--- src/rtl/fc_word_aligner.sv ---
`default_nettype none
// ============================================================================
// Module   : fc_word_aligner
// Purpose  : Finds the 8-bit frame boundary of the fast-command bitstream
//            using the IDLE pattern and emits one aligned command per frame.
// Revision : 1.0 - initial release
// ============================================================================
module fc_word_aligner #(
    parameter logic [7:0] IDLE_WORD     = 8'hF0,
    parameter int         LOCK_THRESH   = 4,
    parameter int         UNLOCK_THRESH = 4
) (
    input  logic       clk1280,
    input  logic       rstn,
    input  logic [9:0] fc_para_InDelay,
    input  logic       realign,
    output logic [7:0] fc_word,
    output logic       fc_valid,
    output logic       aligned,
    output logic [2:0] phase,
    output logic [7:0] err_cnt
);

    typedef enum logic [1:0] {
        ST_SEARCH = 2'd0,
        ST_CHECK  = 2'd1,
        ST_LOCKED = 2'd2
    } state_t;

    localparam logic [3:0] LOCK_TH   = 4'(LOCK_THRESH);
    localparam logic [3:0] UNLOCK_TH = 4'(UNLOCK_THRESH);

    state_t     state_q, state_d;
    logic [2:0] cnt_q, cnt_d;
    logic [3:0] good_q, good_d;
    logic [3:0] bad_q, bad_d;
    logic [7:0] fc_word_q, fc_word_d;
    logic       fc_valid_q, fc_valid_d;
    logic       aligned_q, aligned_d;
    logic [7:0] err_cnt_q, err_cnt_d;

    logic [7:0] word0;
    logic       boundary;
    logic       word_ok;
    logic       hit;
    logic [2:0] hit_cnt;

    assign word0    = fc_para_InDelay[7:0];
    assign boundary = (cnt_q == 3'd0);
    assign word_ok  = ($countones(word0) == 4);

    // Lowest offset wins; loading k+1 makes the next offset-0 word land on cnt==0.
    always_comb begin
        hit     = 1'b0;
        hit_cnt = 3'd0;
        if (fc_para_InDelay[7:0] == IDLE_WORD) begin
            hit     = 1'b1;
            hit_cnt = 3'd1;
        end else if (fc_para_InDelay[8:1] == IDLE_WORD) begin
            hit     = 1'b1;
            hit_cnt = 3'd2;
        end else if (fc_para_InDelay[9:2] == IDLE_WORD) begin
            hit     = 1'b1;
            hit_cnt = 3'd3;
        end
    end

    always_comb begin
        state_d    = state_q;
        cnt_d      = cnt_q + 3'd1;
        good_d     = good_q;
        bad_d      = bad_q;
        fc_word_d  = fc_word_q;
        fc_valid_d = 1'b0;
        err_cnt_d  = err_cnt_q;

        if (realign) begin
            state_d = ST_SEARCH;
            good_d  = 4'd0;
            bad_d   = 4'd0;
        end else begin
            case (state_q)
                ST_SEARCH: begin
                    if (hit) begin
                        cnt_d   = hit_cnt;
                        good_d  = 4'd1;
                        state_d = (LOCK_TH <= 4'd1) ? ST_LOCKED : ST_CHECK;
                    end
                end
                ST_CHECK: begin
                    if (boundary) begin
                        if (word0 == IDLE_WORD) begin
                            if (good_q + 4'd1 >= LOCK_TH) begin
                                state_d = ST_LOCKED;
                                good_d  = 4'd0;
                            end else begin
                                good_d = good_q + 4'd1;
                            end
                        end else begin
                            state_d = ST_SEARCH;
                            good_d  = 4'd0;
                        end
                    end
                end
                ST_LOCKED: begin
                    if (boundary) begin
                        // The word is forwarded even when it is the one that breaks lock.
                        fc_word_d  = word0;
                        fc_valid_d = 1'b1;
                        if (word_ok) begin
                            bad_d = 4'd0;
                        end else begin
                            if (err_cnt_q != 8'hFF) begin
                                err_cnt_d = err_cnt_q + 8'd1;
                            end
                            if (bad_q + 4'd1 >= UNLOCK_TH) begin
                                state_d = ST_SEARCH;
                                bad_d   = 4'd0;
                            end else begin
                                bad_d = bad_q + 4'd1;
                            end
                        end
                    end
                end
                default: begin
                    state_d = ST_SEARCH;
                end
            endcase
        end

        aligned_d = (state_d == ST_LOCKED);
    end

    always_ff @(posedge clk1280 or negedge rstn) begin
        if (!rstn) begin
            state_q    <= ST_SEARCH;
            cnt_q      <= 3'd0;
            good_q     <= 4'd0;
            bad_q      <= 4'd0;
            fc_word_q  <= 8'h00;
            fc_valid_q <= 1'b0;
            aligned_q  <= 1'b0;
            err_cnt_q  <= 8'd0;
        end else begin
            state_q    <= state_d;
            cnt_q      <= cnt_d;
            good_q     <= good_d;
            bad_q      <= bad_d;
            fc_word_q  <= fc_word_d;
            fc_valid_q <= fc_valid_d;
            aligned_q  <= aligned_d;
            err_cnt_q  <= err_cnt_d;
        end
    end

    assign fc_word  = fc_word_q;
    assign fc_valid = fc_valid_q;
    assign aligned  = aligned_q;
    assign phase    = cnt_q;
    assign err_cnt  = err_cnt_q;

endmodule
`default_nettype wire

--- config.mk ---
export PLATFORM = sky130hd
export DESIGN_NAME = fc_word_aligner
export DESIGN_NICKNAME = d
export VERILOG_FILES = /design/src/rtl/fc_word_aligner.sv
export SDC_FILE = /design/constraint.sdc
export NUM_CORES = 1
export LEC_CHECK = 0
export CAP_MARGIN = 20
export CORE_AREA = 5 5 61 63
export CTS_BUF_LIST = sky130_fd_sc_hd__clkbuf_8
export DETAILED_ROUTE_END_ITERATION = 8
export DIE_AREA = 0 0 66 68
export GPL_ROUTABILITY_DRIVEN = 0
export PLACE_DENSITY = 0.93
export SLEW_MARGIN = 30
export SYNTH_ARGS = -nofsm -noshare
export SYNTH_HDL_FRONTEND = slang
export SYNTH_SLANG_ARGS = --single-unit
--- constraint.sdc ---
create_clock -name clk1280 -period 3.24 [get_ports clk1280]
set_input_delay 0.324 -clock clk1280 [delete_from_list [all_inputs] [get_ports clk1280]]
set_output_delay 0.324 -clock clk1280 [all_outputs]
set_load 0.02 [all_outputs]
==> summary.md <==
| Metric | Value |
|---|---|
| Min Tclk post-route | approximately 3.5 ns |
| Commonest non-fill, non-tap cell in the layout | dfrtp_1 |
| Reg area | about 780 um^2 |
| Post-DRT Antenna Nets | 0 |
| Buffer depth of the longest clock path | 2 |
| Die width | 66 um |
| H-tree depth | 2 |
| Synthesized flop and latch total | 31 |
| Kind of critical path | in2reg |
| Final WL | ~4000 um |
| CTS tree | done |
| FF-to-FF path depth | 7 |
| Synth Area in XOR/XNOR | under 10% |
| Synth cell types | 39 |
| Reg-to-reg endpoint | err_cnt[1]$_DFFE_PN0P_ |
| Static leakage | 1.12 nW |
| End of the worst hold path | phase[0]$_DFF_PN0_ |
| Commonest non-fill, non-tap cells in the layout | 31 x dfrtp_1, 29 x clkdlybuf4s50_1, 21 x nand2_1 |
| Fin. max-slew vios | 0 |
| CTS buffer count | 5 |
| Die Y | ~68 um |
| CP top delay family | adder cells |
| Compound-gate portion of the synthesized area | a little under an eighth |
| First-pass GRT wire length | ~6700 um |
| Area Growth Syn to Fin | 42.9% |
| Max VDD drop | 0.361 mV |
| First-pass iteration count of the detailed router | 4 |
| Initial antenna violation count | 0 |
| Final period util | 108% |
| Flop pwr share | between 30 and 40% |
| Inserted Diodes | 0 |
| Floorplan core area | between 3000 and 4000 um^2 |
| Achievable Freq | 0.285 GHz |
| Initial DRC count | 53 |
| Mux contribution to synthesized area | 1.35% |
| Slew @ Worst Pin | between 0.5 and 0.6 ns |
| Layout Nets | 243 |
| Row count | 21 |
| FF-to-FF setup slack | 1.30 ns |
| Slew margin rel. | 66.0% |
| Critical Path RT | between 3 and 4 ns |
| Dpl hpwl | 2650 um |
| Clock transition at path regs | 0.06 ns |
| Comb pwr share | between 20% and 30% |
| Yosys warns | 0 |
| Max-cap viol count | 0 |
| Cells after Synth | 162 |
| Simple-gate share of the synthesized area | approximately 20% |
| Vias in the first global route | 1448 |
| CP bufs+invs | 5 |
| Clock Root Buffer | clkbuf_8 |
| Area occupied by multi-input gates | around 910 um^2 |
| Largest net degree at the start of global routing | 32 |
| Sw frac | 28.8% |
| Most common cell on crit path | fa_1 |
| DRC viols | 0 |
| Crit path DAT | between 3 and 4 ns |
| WL/cell | roughly 15 um |
| Pwr Density | 444 nW/um^2 |
| Hold Crit Start | fc_para_InDelay[1] |
| CP max stage cell | fa_1 |
| Startpoint types | input port |
| DP Worst Slack | -1.05 ns |
| P_sw | 0.306 mW |
| CTS Hold Bufs | 0 |
| Post-Syn Area | 1670 um^2 |
| Clock Power Share | 30.7% |
| CP Cell Sequence | buf_8 -> inv_4 -> fa_1 -> fa_1 -> fa_1 -> inv_2 -> ha_4 -> inv_2 -> fa_2 -> nor4b_4 -> a31o_4 -> a311oi_4 -> buf_6 -> mux2_4 |
| Largest family of logic cells by synthesized area | simple AND/OR/NAND/NOR gates |
| Setup-failing EPs final | 11 |
| CP max stage delay | 0.54 ns |
| Clk Latency, worst-skew pair | 0.29 ns |
| Post-synthesis sequential area ratio | 46.4% |
| Fin util | 75.2% |
| Hold Crit Depth | 3 |
| Post-Route Skew | 0.00459 ns |
| Path category of the worst min-delay check | in2reg |
| Critical R2R Launch | phase[0]$_DFF_PN0_ |
| Endpoint type of the worst setup path | flip-flop |
| Port buffer count | 33 |
| RSZ-0062 raised after global routing | yes |
| Outcome | complete, but fails checks |
| Via Count | 1366 |
| Violated checks | setup timing |
| Total track usage | 20.4% |
| Post-Syn Area per Cell | just over 10 um^2 |
| Fraction of layout cells with a size suffix above 1 | 23.4% |
| Detailed-route vias per instance | about 5.2 |
| TritonCTS Sinks | 31 |
| Cell-internal power | 0.755 mW |
| GR Overflow Total | 0 |
| Syn nets | 188 |
| Max FO, Critical Path | 8 |
| Setup WS post-layout | -0.267 ns |
| IO Count | 34 |
| Final Hold Fails | 0 |
| Post-Synth Adder-Cell Area | roughly 12% |
| Layout fillers | 198 |
| Die area | 4490 um^2 |
| Starting Density | a little over half |
==> state kept, by name, indices dropped and copies added (netlist names) <==
register / cells
phase: 3
bad_q: 4
state_q: 2
good_q: 4
aligned: 1
fc_word: 8
fc_valid: 1
err_cnt: 8
==> layer usage <==
metal	track usage (%)	vias up	share of wire (%)
li1	-	662	-
met1	23.7	668	42
met2	34.5	28	53
met3	5.58	8	3.7
met4	10.9	0	1.9
met5	0	-	0
==> what timing repair did <==
| action | CTS | global route |
|---|---|---|
| pin swaps | 12 | 13 |
| setup buffers | 4 | 1 |
| endpoints found under the setup margin | 12 | 12 |
| cloned | 0 | 0 |
| gates resized for setup | 28 | 13 |
==> worst max path at each step <==
stage	slack [ns]	cells after the start	to	startpoint
floorplan	-0.44	12	err_cnt[1]$_DFFE_PN0P_	fc_para_InDelay[1]
global placement	-0.98	13	err_cnt[1]$_DFFE_PN0P_	fc_para_InDelay[1]
detailed placement	-1.05	13	err_cnt[1]$_DFFE_PN0P_	fc_para_InDelay[1]
CTS	-0.35	14	err_cnt[1]$_DFFE_PN0P_	fc_para_InDelay[1]
global route	-0.37	14	err_cnt[1]$_DFFE_PN0P_	fc_para_InDelay[3]
finish	-0.27	14	err_cnt[1]$_DFFE_PN0P_	fc_para_InDelay[3]
==> area by class of cell <==
type	count	share of cell area (%)
Timing Repair Buffer	49	19.6
Multi-Input combinational cell	112	38.3
Clock buffer	7	4.03
Inverter	18	3.04
Tap cell	46	2.41
Clock inverter	1	0.157
Sequential cell	31	32.5
==> cells in the mapped netlist, drive strengths merged <==
cell type   n  area share, %
or3         1           0.37
nand2      22            4.9
a21oi       4            1.2
clkbuf      1           0.22
xor2        4            2.1
o211ai      1           0.45
inv        18            4.0
and3b       1           0.52
and3        3            1.7
o31ai       1           0.45
o311ai      1           0.52
nor3b       1           0.45
and2        5            1.9
a311oi      1            1.6
fa          4            4.8
and2b       1           0.52
nand3       3            1.6
ha          9            6.7
a31o        2            1.0
nor4b       1           0.52
o2bb2ai     1           0.52
and4bb      1           0.75
a31oi       3            1.1
nor2b       2           0.75
dfrtp      31             46
mux2        2            1.3
nor3        4            1.2
a32o        1           0.60
nand4       5            1.9
o221ai      1           0.52
nand2b      3            1.1
o21ai      11            3.3
xnor2       6            3.1
nor2        7            1.7
==> power by group through the flow <==
| stage | Combinational (mW) | Sequential (mW) | Clock (mW) |
|---|---|---|---|
| floorplan | 0.119 | 0.442 | 0 |
| global placement | 0.233 | 0.426 | 0 |
| detailed placement | 0.243 | 0.427 | 0 |
| CTS | 0.288 | 0.420 | 0.327 |
| global route | 0.348 | 0.421 | 0.342 |
| finish | 0.316 | 0.419 | 0.325 |
==> cells by family after synthesis <==
family | count (synthesis)
AOI/OAI and AO/OA | 27
xor gates and xnor gates | 10
adders and majority gates | 13
buffers and inverters | 19
DFF | 31
muxes | 2
and+or+nand+nor | 60
==> worst reg2reg max path, delay by kind of cell (launching register included) <==
| family | cells | cell delay (ns) |
|---|---|---|
| fa+ha+maj | 1 | 0.15 |
| buf+inv | 2 | 0.24 |
| mux | 1 | 0.30 |
| compound gates | 1 | 0.33 |
| simple gates | 2 | 0.39 |
| flops | 1 | 0.42 |
==> metrics by stage <==
step,power [mW],hold WS (ns),TNS (ns),area [um^2],cells
floorplan,0.561,0.0284,-3.24,1680,162
global placement,0.659,0.465,-10.53,2160,252
detailed placement,0.670,0.475,-11.58,2160,252
CTS,1.03,0.338,-3.16,2350,264
global route,1.11,0.357,-3.36,2390,264
finish,1.06,0.354,-2.07,2390,264
No activity file was read; power rests on OpenSTA's default activity.
